File: src/rtl/imem_loader.sv
// Boot-time loader: turns a header-prefixed byte stream into big-endian 32-bit
// instruction ROM writes, holding the core in reset until the image is complete.
module imem_loader #(
   parameter int DEPTH  = 16,
   parameter int ADDR_W = 4
) (
   input  logic              clk,
   input  logic              rst_n,
   input  logic              in_valid,
   input  logic [7:0]        in_data,
   output logic              in_ready,
   input  logic              start,
   output logic              wr_en,
   output logic [31:0]       wr_addr,
   output logic [31:0]       wr_data,
   output logic              cpu_run,
   output logic              error,
   output logic [ADDR_W:0]   load_count
);

   typedef enum logic [1:0] {
      HDR  = 2'd0,
      DATA = 2'd1,
      DONE = 2'd2,
      ERR  = 2'd3
   } state_t;

   localparam logic [ADDR_W:0]   LC_ONE = (ADDR_W+1)'(1'b1);
   localparam logic [ADDR_W-1:0] WI_ONE = ADDR_W'(1'b1);
   localparam logic [10:0]       DEPTH_W = 11'(DEPTH);

   state_t              state_r, next_state_s;
   logic                in_ready_s;
   logic                hs_s;
   logic [10:0]         hdr_n_s;
   logic                hdr_ok_s, hdr_bad_s, byte_s, word_done_s, restart_s, last_s;

   logic [ADDR_W:0]     count_r;
   logic [ADDR_W:0]     load_count_r;
   logic [ADDR_W-1:0]   word_idx_r;
   logic [1:0]          byte_idx_r;
   logic [23:0]         shift_r;
   logic                wr_en_r, cpu_run_r, error_r;
   logic [31:0]         wr_addr_r, wr_data_r;

   assign hs_s    = in_valid && in_ready_s;
   // A zero header byte stands for a full-depth image.
   assign hdr_n_s = (in_data == 8'd0) ? DEPTH_W : {3'b000, in_data};
   assign last_s  = ((load_count_r + LC_ONE) == count_r);

   // State register.
   always_ff @(posedge clk or negedge rst_n) begin
      if (!rst_n) begin
         state_r <= HDR;
      end else begin
         state_r <= next_state_s;
      end
   end

   // Next-state, ready decode and datapath strobes.
   always_comb begin
      next_state_s = state_r;
      in_ready_s   = 1'b0;
      hdr_ok_s     = 1'b0;
      hdr_bad_s    = 1'b0;
      byte_s       = 1'b0;
      word_done_s  = 1'b0;
      restart_s    = 1'b0;
      case (state_r)
         HDR: begin
            in_ready_s = 1'b1;
            if (hs_s) begin
               if (hdr_n_s > DEPTH_W) begin
                  hdr_bad_s    = 1'b1;
                  next_state_s = ERR;
               end else begin
                  hdr_ok_s     = 1'b1;
                  next_state_s = DATA;
               end
            end else begin
               next_state_s = HDR;
            end
         end
         DATA: begin
            in_ready_s = 1'b1;
            if (hs_s) begin
               byte_s = 1'b1;
               if (byte_idx_r == 2'd3) begin
                  word_done_s  = 1'b1;
                  next_state_s = last_s ? DONE : DATA;
               end else begin
                  next_state_s = DATA;
               end
            end else begin
               next_state_s = DATA;
            end
         end
         DONE: begin
            if (start) begin
               restart_s    = 1'b1;
               next_state_s = HDR;
            end else begin
               next_state_s = DONE;
            end
         end
         ERR: begin
            next_state_s = ERR;
         end
         default: begin
            next_state_s = HDR;
         end
      endcase
   end

   // Word assembly, write port and status registers.
   always_ff @(posedge clk or negedge rst_n) begin
      if (!rst_n) begin
         count_r      <= '0;
         load_count_r <= '0;
         word_idx_r   <= '0;
         byte_idx_r   <= 2'd0;
         shift_r      <= 24'd0;
         wr_en_r      <= 1'b0;
         wr_addr_r    <= 32'd0;
         wr_data_r    <= 32'd0;
         cpu_run_r    <= 1'b0;
         error_r      <= 1'b0;
      end else begin
         wr_en_r <= 1'b0;
         if (hdr_ok_s) begin
            count_r      <= hdr_n_s[ADDR_W:0];
            load_count_r <= '0;
            word_idx_r   <= '0;
            byte_idx_r   <= 2'd0;
         end else if (restart_s) begin
            load_count_r <= '0;
            word_idx_r   <= '0;
            byte_idx_r   <= 2'd0;
         end else if (word_done_s) begin
            wr_en_r      <= 1'b1;
            wr_addr_r    <= {{(30-ADDR_W){1'b0}}, word_idx_r, 2'b00};
            wr_data_r    <= {shift_r, in_data};
            word_idx_r   <= word_idx_r + WI_ONE;
            load_count_r <= load_count_r + LC_ONE;
            byte_idx_r   <= 2'd0;
         end else if (byte_s) begin
            shift_r    <= {shift_r[15:0], in_data};
            byte_idx_r <= byte_idx_r + 2'd1;
         end
         // Sampling the current state delays release until after the last write.
         cpu_run_r <= (state_r == DONE) && !start;
         error_r   <= error_r || hdr_bad_s;
      end
   end

   assign in_ready   = in_ready_s;
   assign wr_en      = wr_en_r;
   assign wr_addr    = wr_addr_r;
   assign wr_data    = wr_data_r;
   assign cpu_run    = cpu_run_r;
   assign error      = error_r;
   assign load_count = load_count_r;

endmodule
File: config.mk
export PLATFORM = sky130hd
export DESIGN_NAME = imem_loader
export DESIGN_NICKNAME = d
export VERILOG_FILES = /design/src/rtl/imem_loader.sv
export SDC_FILE = /design/constraint.sdc
export NUM_CORES = 1
export LEC_CHECK = 0
export CAP_MARGIN = 20
export CELL_PAD_IN_SITES_DETAIL_PLACEMENT = 1
export CELL_PAD_IN_SITES_GLOBAL_PLACEMENT = 2
export CORE_ASPECT_RATIO = 0.6
export CORE_UTILIZATION = 31
export DETAILED_ROUTE_END_ITERATION = 7
export GPL_ROUTABILITY_DRIVEN = 0
export PLACE_DENSITY = 0.91
export SLEW_MARGIN = 20
export SYNTH_ARGS = -nofsm -noshare
export SYNTH_HDL_FRONTEND = slang
export SYNTH_SLANG_ARGS = --single-unit
File: constraint.sdc
create_clock -name clk -period 2.25 [get_ports clk]
set_clock_uncertainty 0.2 [all_clocks]
set_input_delay 0.3375 -clock clk [delete_from_list [all_inputs] [get_ports clk]]
set_output_delay 0.3375 -clock clk [all_outputs]
set_load 0.05 [all_outputs]
# Yosys cells after proc, flatten, opt, wreduce, memory -nomap -nowiden
# Cells that the tools add are included.
# totals
ff_bits	81
latch_bits	0
ram_bits	0
romBits	0
output_inout_bits	73
elab_cells	69
mem_count	0
# classes
n_addsub	3
multipliers	0
n_div	0
n_lt_le_gt_ge	1
eq_ne	5
n_shift	0
muxes	35
n_bitwise	3
n_reduce_logical	11
# op_table
cell	n
2-to-1 mux 2 bit	10
2-to-1 mux 1 bit	17
2-to-1 mux 5 bit	3
2-to-1 mux 4 bit	3
> comparator 8 x 5 -> 1 bit, second input constant	1
logical NOT 8 bit	1
2-to-1 mux 8 bit	1
one-hot mux 2 bit (4 select lines)	1
== test 2 bit, second input constant	3
adder 5 x 1 -> 5 bit, second input constant	1
== test 5 bit	1
adder 4 x 1 -> 4 bit, second input constant	1
AND reduction 4 bit	1
nonzero test 4 bit	1
NOT 1 bit	3
AND reduction 3 bit	1
nonzero test 3 bit	1
adder 2 x 1 -> 2 bit, second input constant	1
== test 2 x 1 -> 1 bit, second input constant	1
logical AND 1 bit	2
logical NOT 2 bit	1
OR reduction 2 bit	1
logical NOT 1 bit	1
logical OR 1 bit	1

# Longest topological paths before layout
# Gate-level depths: netlist of run 1.
# logic_depth
depth_word	10
mapped_depth	6
ltp_nobuf	5

# Least setup slack after synthesis of run 1
# Ideal clock, no wire load.
# synth_path
path_type	reg-to-reg
startpoint	register state_r[1]
endpoint	register load_count_r[2], in the netlist load_count[2]
arrival_ns	1.620
required_time_ns	1.926
setup_slack_ns	0.306
path_stages_with_launch	6
n_path_buf	1
path_cell_list	dfrtp_1 -> inv_1 -> or3_4 -> and3_4 -> buf_6 -> a211o_1
# synth_between
elab_chain_len	7
elab_cells_between_ends	14
classes_between	eq/ne (2); mux (8); reduce/logical (4)
# synth_lines
element	line	text
start: declaration	32	state_t state_r, next_state_s;
start signal: assignment	56	state_r <= next_state_s;
== test 2 x 1 -> 1 bit or logical NOT 2 bit (tied branches)	69	case (state_r)
OR reduction 2 bit (no line) *	-	
2-to-1 mux 1 bit *	69	
net in_ready	11	output logic in_ready,
logical AND 1 bit *	46	assign hs_s = in_valid && in_ready_s;
2-to-1 mux 1 bit, on equally long branches	72, 86	
2-to-1 mux 1 bit	69	
nonzero test 3 bit (no line) or 2-to-1 mux 5 bit (tied branches)	-	
end signal: assignment	144	load_count_r <= load_count_r + LC_ONE;
end: declaration	39	logic [ADDR_W:0] load_count_r;
# The timed path passes the listed nets; every way through them passes the cells marked *.
# A chain may end at the register's enable or synchronous reset.

# Final worst setup path of run 1
# layout_path
startpoint	register load_count_r[0], in the netlist load_count[0]
endpoint	output load_count[0]
# layout_rtl
element	line	text
end: declaration	18	output logic [ADDR_W:0] load_count
# No word-level cell between the ends.

==> impl_metrics.json, run 1 <==
{
  "outcome": "complete, but fails checks",
  "failed_checks": "DRC",
  "powerDensity_nw_per_um2": 1560,
  "seq_power_share": 0.355,
  "critPathTopFamily": "buffers and inverters",
  "via_count": 2410,
  "number_of_instances_in_the_synthesized_netlist": 321,
  "wl_microns": 8080,
  "initialDrtViolationCount": 97,
  "worstRegToRegCells": 6,
  "die_w_microns": 139,
  "cts_setup_buffers": 0,
  "critPathCaptureType": "output pin",
  "fraction_of_final_layout_cells_with_drive_strength_greater_than_1": 0.170,
  "drtPass1Iterations": 6,
  "final-max-slew-violation-count": 0,
  "critical_path.max_stage_delay_ps": 850,
  "cts.sink_count": 81,
  "clockBufferDepth": 2,
  "grt_first_pass_wirelength_microns": 13300,
  "critPathMaxFanout": 5,
  "timing.rr.end": "word_idx_r[1]",
  "post_synth.cell_area_avg_sq_um": 10.9,
  "routed_wire_length_per_instance_microns": 15.0,
  "timing.critical_path.required_ps": 1710,
  "setup.worst_path.start": "load_count[0]",
  "boundaryPins": 85,
  "switching_share": 0.416,
  "globalRouteTotalUtil": 0.151,
  "setup.worst_path.start_class": "register",
  "grt_pass1_vias": 2534,
  "timing.critical_path.buf_inv": 1,
  "drc": 6,
  "cp_cell_sequence": "clkdlybuf4s50_1",
  "synth_most_common_cell": "sky130_fd_sc_hd__nand2_1",
  "worstMarginPinSlew_ps": 532,
  "timing.fmax_ghz": 0.458,
  "crit_path_top_delay_cell": "sky130_fd_sc_hd__clkdlybuf4s50_1",
  "design.die.area_sq_um": 11700,
  "hpwl_microns": 5830,
  "cts_tree": "built",
  "hold_removal_path_class": "in -> async",
  "combinationalPowerShare": 0.433,
  "synth-warning-count": 0,
  "antenna_found_initial": 0,
  "post_synth_most_frequent_cells": "110 x sky130_fd_sc_hd__nand2_1, 81 x sky130_fd_sc_hd__dfrtp_1, 28 x sky130_fd_sc_hd__buf_4, 28 x sky130_fd_sc_hd__mux2_2, 10 x sky130_fd_sc_hd__xnor2_1",
  "num_antenna_cells": 0,
  "synth.area.top_cells": "sky130_fd_sc_hd__dfrtp_1 58%, sky130_fd_sc_hd__nand2_1 12%, sky130_fd_sc_hd__mux2_2 9.0%",
  "netlist.area_leader.share": 0.579,
  "postSynthRegisterBits": 81,
  "post_route_cell_area_sq_um": 4550,
  "post_synthesis_to_final_layout_area_growth_pct": 29.9,
  "rsz0062_at_grt": "false",
  "vias_per_cell": 4.48,
  "critical_path_arrival_ps": 1640,
  "unique_masters_post_synth": 36,
  "initial_utilization": 0.325,
  "netSwitchingPower_mw": 2.96,
  "filler_cell_count": 1182,
  "fin_setup_tns_ps": 0,
  "total_count_of_hold_check_failures_in_the_final_report": 0,
  "ff2ff_setup_slack_ps": 340,
  "synth_flop_cell": "sky130_fd_sc_hd__dfrtp_1",
  "postPlaceCellArea_sq_um": 4230,
  "worst_slew_margin_rel": 0.644,
  "dieHeight_microns": 84.3,
  "period_minus_slack_ps": 2180,
  "dpl_worst_slack_ps": 13.8,
  "clock_tree.htree_level_count": 3,
  "grt_overflow_total": 0,
  "clk-insertion-delay-late_ps": 340,
  "clockRootBuffer": "sky130_fd_sc_hd__clkbuf_16",
  "synth_edf_count": 0,
  "worst_setup_hold_path_clk_slew_ps": 60,
  "yosysTopAreaCell": "sky130_fd_sc_hd__dfrtp_1",
  "synth_seq_area_share": 0.579,
  "async_flop_share": 1.00,
  "core_region_area_sq_um": 10800,
  "syn_area_sq_um": 3500,
  "num_rows": 29,
  "placement.io_buffers": 56,
  "tritoncts.num_buffers": 9,
  "vdd_ir_drop_max_uv": 531,
  "p_leak_nw": 2.20,
  "antenna_left": 0,
  "finalWorstSetupSlack_ps": 68.5,
  "final.period_utilization": 0.970,
  "design_internal_power_mw": 4.16,
  "clock_power_share": 0.212,
  "maxCapViolCount": 0,
  "grt_start_max_net_pins": 40,
  "critical_path_class": "reg -> out",
  "design.final.nets": 409,
  "worstReg2RegStart": "byte_idx_r[0]",
  "setup_viol_count_final": 0
}
## timing repair
item                                    CTS  global route
endpoints found under the setup margin    1             1
hold buffers                              1             0
resized for setup                         1             1
endpoints found under the hold margin    57             0
## kinds of logic (layout without fill, tap and decap cells)
| group | Yosys count | in the layout | share of synthesized area |
|---|---|---|---|
| XOR/XNOR | 12 | 12 | 0.0300 |
| flip-flops | 81 | 81 | 0.579 |
| multiplexers | 30 | 30 | 0.0958 |
| adder cells (fa/ha/maj) | 3 | 3 | 0.0107 |
| AND/OR/NAND/NOR | 134 | 134 | 0.170 |
| other | 1 | 28 | 0.00107 |
| AO/OA/AOI/OAI | 16 | 16 | 0.0329 |
| buffers and inverters | 44 | 95 | 0.0808 |
## placed cells by master, fill, tap and decap left out, types with 2 or more instances in the layout
cell type	instances
sky130_fd_sc_hd__nand2_1	110
sky130_fd_sc_hd__dfrtp_1	81
sky130_fd_sc_hd__clkdlybuf4s50_1	53
sky130_fd_sc_hd__mux2_2	28
sky130_fd_sc_hd__conb_1	28
sky130_fd_sc_hd__buf_4	17
sky130_fd_sc_hd__xnor2_1	10
sky130_fd_sc_hd__clkbuf_16	9
sky130_fd_sc_hd__o21ai_0	7
sky130_fd_sc_hd__nand3_1	5
sky130_fd_sc_hd__a22o_1	5
sky130_fd_sc_hd__inv_1	3
sky130_fd_sc_hd__ha_1	3
sky130_fd_sc_hd__clkbuf_8	3
sky130_fd_sc_hd__nor3_1	2
sky130_fd_sc_hd__xor2_1	2
sky130_fd_sc_hd__nor2b_1	2
sky130_fd_sc_hd__nor3b_1	2
sky130_fd_sc_hd__mux2i_1	2
sky130_fd_sc_hd__nor2_1	2
sky130_fd_sc_hd__clkbuf_1	2
sky130_fd_sc_hd__buf_12	2
## routing by layer
layer	up-vias	wire (microns)	track usage
met3	8	531	0.0656
met1	1209	3990	0.208
met5	-	0	0
li1	1132	-	-
met4	0	75	0.0364
met2	61	3490	0.217
## registers in the layout, indices dropped and copies added (netlist names)
register    flops
load_count      5
wr_data        32
count_r         5
wr_addr         4
shift_r        24
cpu_run         1
wr_en           1
error           1
state_r         2
byte_idx_r      2
word_idx_r      4
## power by group through the flow
stage	Clock, mW	Combinational [mW]	Sequential [mW]
after CTS	1.55	3.12	2.54
after global placement	0	3.03	2.53
final	1.51	3.08	2.53
after detailed placement	0	3.12	2.55
after floorplan	0	1.10	3.49
after global routing	1.61	3.29	2.62
## metrics by stage
stage	hold WS [ps]	power, mW	cells	util
finish	220	7.12	538	0.422
global route	226	7.52	538	0.422
CTS	216	7.21	538	0.422
detailed placement	37.2	5.67	521	0.392
global placement	35.8	5.56	521	0.392
floorplan	-158	4.59	348	-
## layout make-up
class                      instances  area (sq um)  share of cell area
clock buffer                      14           274              0.0602
clock inverter                     2          35.0             0.00770
multi-input combinational        223          1290               0.285
timing repair buffer              75           729               0.160
inverter                           4          15.0             0.00330
sequential                        81          2030               0.446
tap                              139           174              0.0382
## worst max path at each step
stage	to	slack, ps	cells past startpoint
global route	load_count[0]	30	1
finish	load_count[0]	70	1
CTS	load_count[2]	40	1
detailed placement	load_count[2]	10	5
global placement	load_count[2]	60	5
floorplan	load_count[2]	310	5
Power figures use the tool's default switching activity.
==> run 2: changes to the inputs <==
--- a/config.mk
+++ b/config.mk
@@ -10,6 +10,7 @@
 export CELL_PAD_IN_SITES_GLOBAL_PLACEMENT = 2
 export CORE_ASPECT_RATIO = 0.6
 export CORE_UTILIZATION = 31
+export CTS_CLUSTER_DIAMETER = 60
 export DETAILED_ROUTE_END_ITERATION = 7
 export GPL_ROUTABILITY_DRIVEN = 0
 export PLACE_DENSITY = 0.91
==> constraint.sdc (replaced) <==
create_clock -name clk -period 2.18 [get_ports clk]
set_clock_uncertainty 0.2 [all_clocks]
set_input_delay 0.327 -clock clk [delete_from_list [all_inputs] [get_ports clk]]
set_output_delay 0.327 -clock clk [all_outputs]
set_load 0.05 [all_outputs]
==> run 2 against run 1 <==
  * The flow still finishes with violations (DRC)
  * Global-route usage grew 0.93 points
  * Setup slack got worse by 1.1 ps
  * Via count decreased by 0.29%
  * Combinational power up 4%
  * Critical endpoint is now wr_data[11]
==> impl_metrics.json, run 2 (synthesis gave the netlist of run 1 again) <==
{
  "drc": 6,
  "period_minus_slack_ps": 2110,
  "vdd_ir_drop_max_uv": 628,
  "most_used_cells_in_the_layout_excluding_fill_and_tap_cells": "110 x sky130_fd_sc_hd__nand2_1, 81 x sky130_fd_sc_hd__dfrtp_1, 51 x sky130_fd_sc_hd__clkdlybuf4s50_1, 28 x sky130_fd_sc_hd__mux2_2, 28 x sky130_fd_sc_hd__conb_1",
  "design.die.area_sq_um": 11700,
  "dieHeight_microns": 84.3,
  "share_of_the_core_filled_with_cells": 0.419,
  "design.final.nets": 410,
  "via_count": 2403,
  "cts_tree": "built",
  "p_leak_nw": 2.19,
  "grt_first_pass_wirelength_microns": 14100,
  "worstRegToRegCells": 6,
  "drtPass1Iterations": 8,
  "worst_setup_hold_path_clk_slew_ps": 60,
  "critical_path_class": "reg -> out",
  "worstReg2RegStart": "byte_idx_r[0]",
  "maxCapViolCount": 0,
  "cts.sink_count": 81,
  "tritoncts.num_buffers": 9,
  "postPlaceCellArea_sq_um": 4230,
  "cp_cell_sequence": "clkdlybuf4s50_1",
  "failed_checks": "DRC",
  "final-max-slew-violation-count": 0,
  "hpwl_microns": 6210,
  "powerDensity_nw_per_um2": 1600,
  "initialDrtViolationCount": 118,
  "globalRouteTotalUtil": 0.160,
  "post_route_cell_area_sq_um": 4520,
  "timing.fmax_ghz": 0.473,
  "crit_path_top_delay_cell": "sky130_fd_sc_hd__clkdlybuf4s50_1",
  "wl_microns": 8580,
  "worst_slew_margin_rel": 0.629,
  "rsz0062_at_grt": "false",
  "core_region_area_sq_um": 10800,
  "vias_per_cell": 4.46,
  "die_w_microns": 139,
  "dp.cells": 522,
  "total_count_of_hold_check_failures_in_the_final_report": 0,
  "leading_cell_type_in_the_layout_fill_and_taps_excluded": "sky130_fd_sc_hd__nand2_1",
  "initial_utilization": 0.325,
  "critPathCaptureType": "output pin",
  "boundaryPins": 85,
  "routed_wire_length_per_instance_microns": 15.9,
  "setup.worst_path.start": "wr_data[11]",
  "timing.critical_path.required_ps": 1650,
  "max_ffs_per_register": 32,
  "fin_total_pwr_mw": 7.24,
  "grt_pass1_vias": 2607,
  "critPathMaxFanout": 2,
  "clockBufferDepth": 2,
  "post_synthesis_to_final_layout_area_growth_pct": 29.0,
  "critical_path.max_stage_delay_ps": 830,
  "layout.cells.non_filler": 539,
  "clk-insertion-delay-late_ps": 340,
  "clock_tree.htree_level_count": 3,
  "grt_start_max_net_pins": 38,
  "antenna_found_initial": 0,
  "worstMarginPinSlew_ps": 555,
  "placement.io_buffers": 56,
  "fraction_of_final_layout_cells_with_drive_strength_greater_than_1": 0.175,
  "timing.rr.end": "word_idx_r[1]",
  "hold_removal_path_class": "in -> async",
  "final.period_utilization": 0.969,
  "grt_overflow_total": 0,
  "num_antenna_cells": 0,
  "setup.worst_path.start_class": "register",
  "outcome": "complete, but fails checks",
  "num_rows": 29,
  "ff2ff_setup_slack_ps": 270,
  "antenna_left": 0,
  "critical_path_arrival_ps": 1590,
  "critPathTopFamily": "buffers and inverters",
  "timing.critical_path.buf_inv": 1,
  "setup_viol_count_final": 0,
  "clockRootBuffer": "sky130_fd_sc_hd__clkbuf_16"
}
run 2: worst max-delay path by stage:
stage | endpoint | depth (start not counted) | slack, ps
floorplan | load_count[2] | 5 | 240
global placement | load_count[2] | 5 | 0.1
detailed placement | shift_r[7] | 6 | -90
CTS | load_count[4] | 1 | 50
global route | wr_data[11] | 1 | 30
finish | wr_data[11] | 1 | 70
run 2: metal layers:
layer  vias to the layer above  GRT usage  share of wire
li1                       1141          -              -
met4                         0     0.0515         0.0099
met1                      1204      0.219           0.50
met3                         8     0.0570          0.048
met5                         -          0              0
met2                        50      0.237           0.44
run 2: power breakdown:
part           internal (mW)  leakage [nW]  total [mW]  switching (mW)
Combinational           1.17          1.04        3.20            2.03
Sequential              2.14          1.01        2.63           0.494
Clock                  0.828         0.139        1.40           0.576
run 2: cell type report:
cell class	instances	area (sq um)
Inverter	4	15.0
Fill cell	1164	6260
Timing Repair Buffer	76	729
Clock inverter	3	15.0
Tap cell	139	174
Multi-Input combinational cell	223	1290
Sequential cell	81	2030
Clock buffer	13	260
run 2: timing repair:
action / 4_1_cts / 5_1_grt
hold buffers: 1 / 0
buffers inserted: 0 / 0
setup endpoints to repair: 3 / 0
gates resized for setup: 3 / 0
endpoints found under the hold margin: 29 / 0
run 2: metrics by stage:
step | TNS [ps] | hold WS [ps] | setup WS, ps
final | 0 | 274 | 67.4
after global routing | 0 | 303 | 29.8
after CTS | 0 | 278 | 49.3
after detailed placement | -1540 | 106 | -85.7
after global placement | 0 | 96.2 | 0.149
after floorplan | 0 | -169 | 236
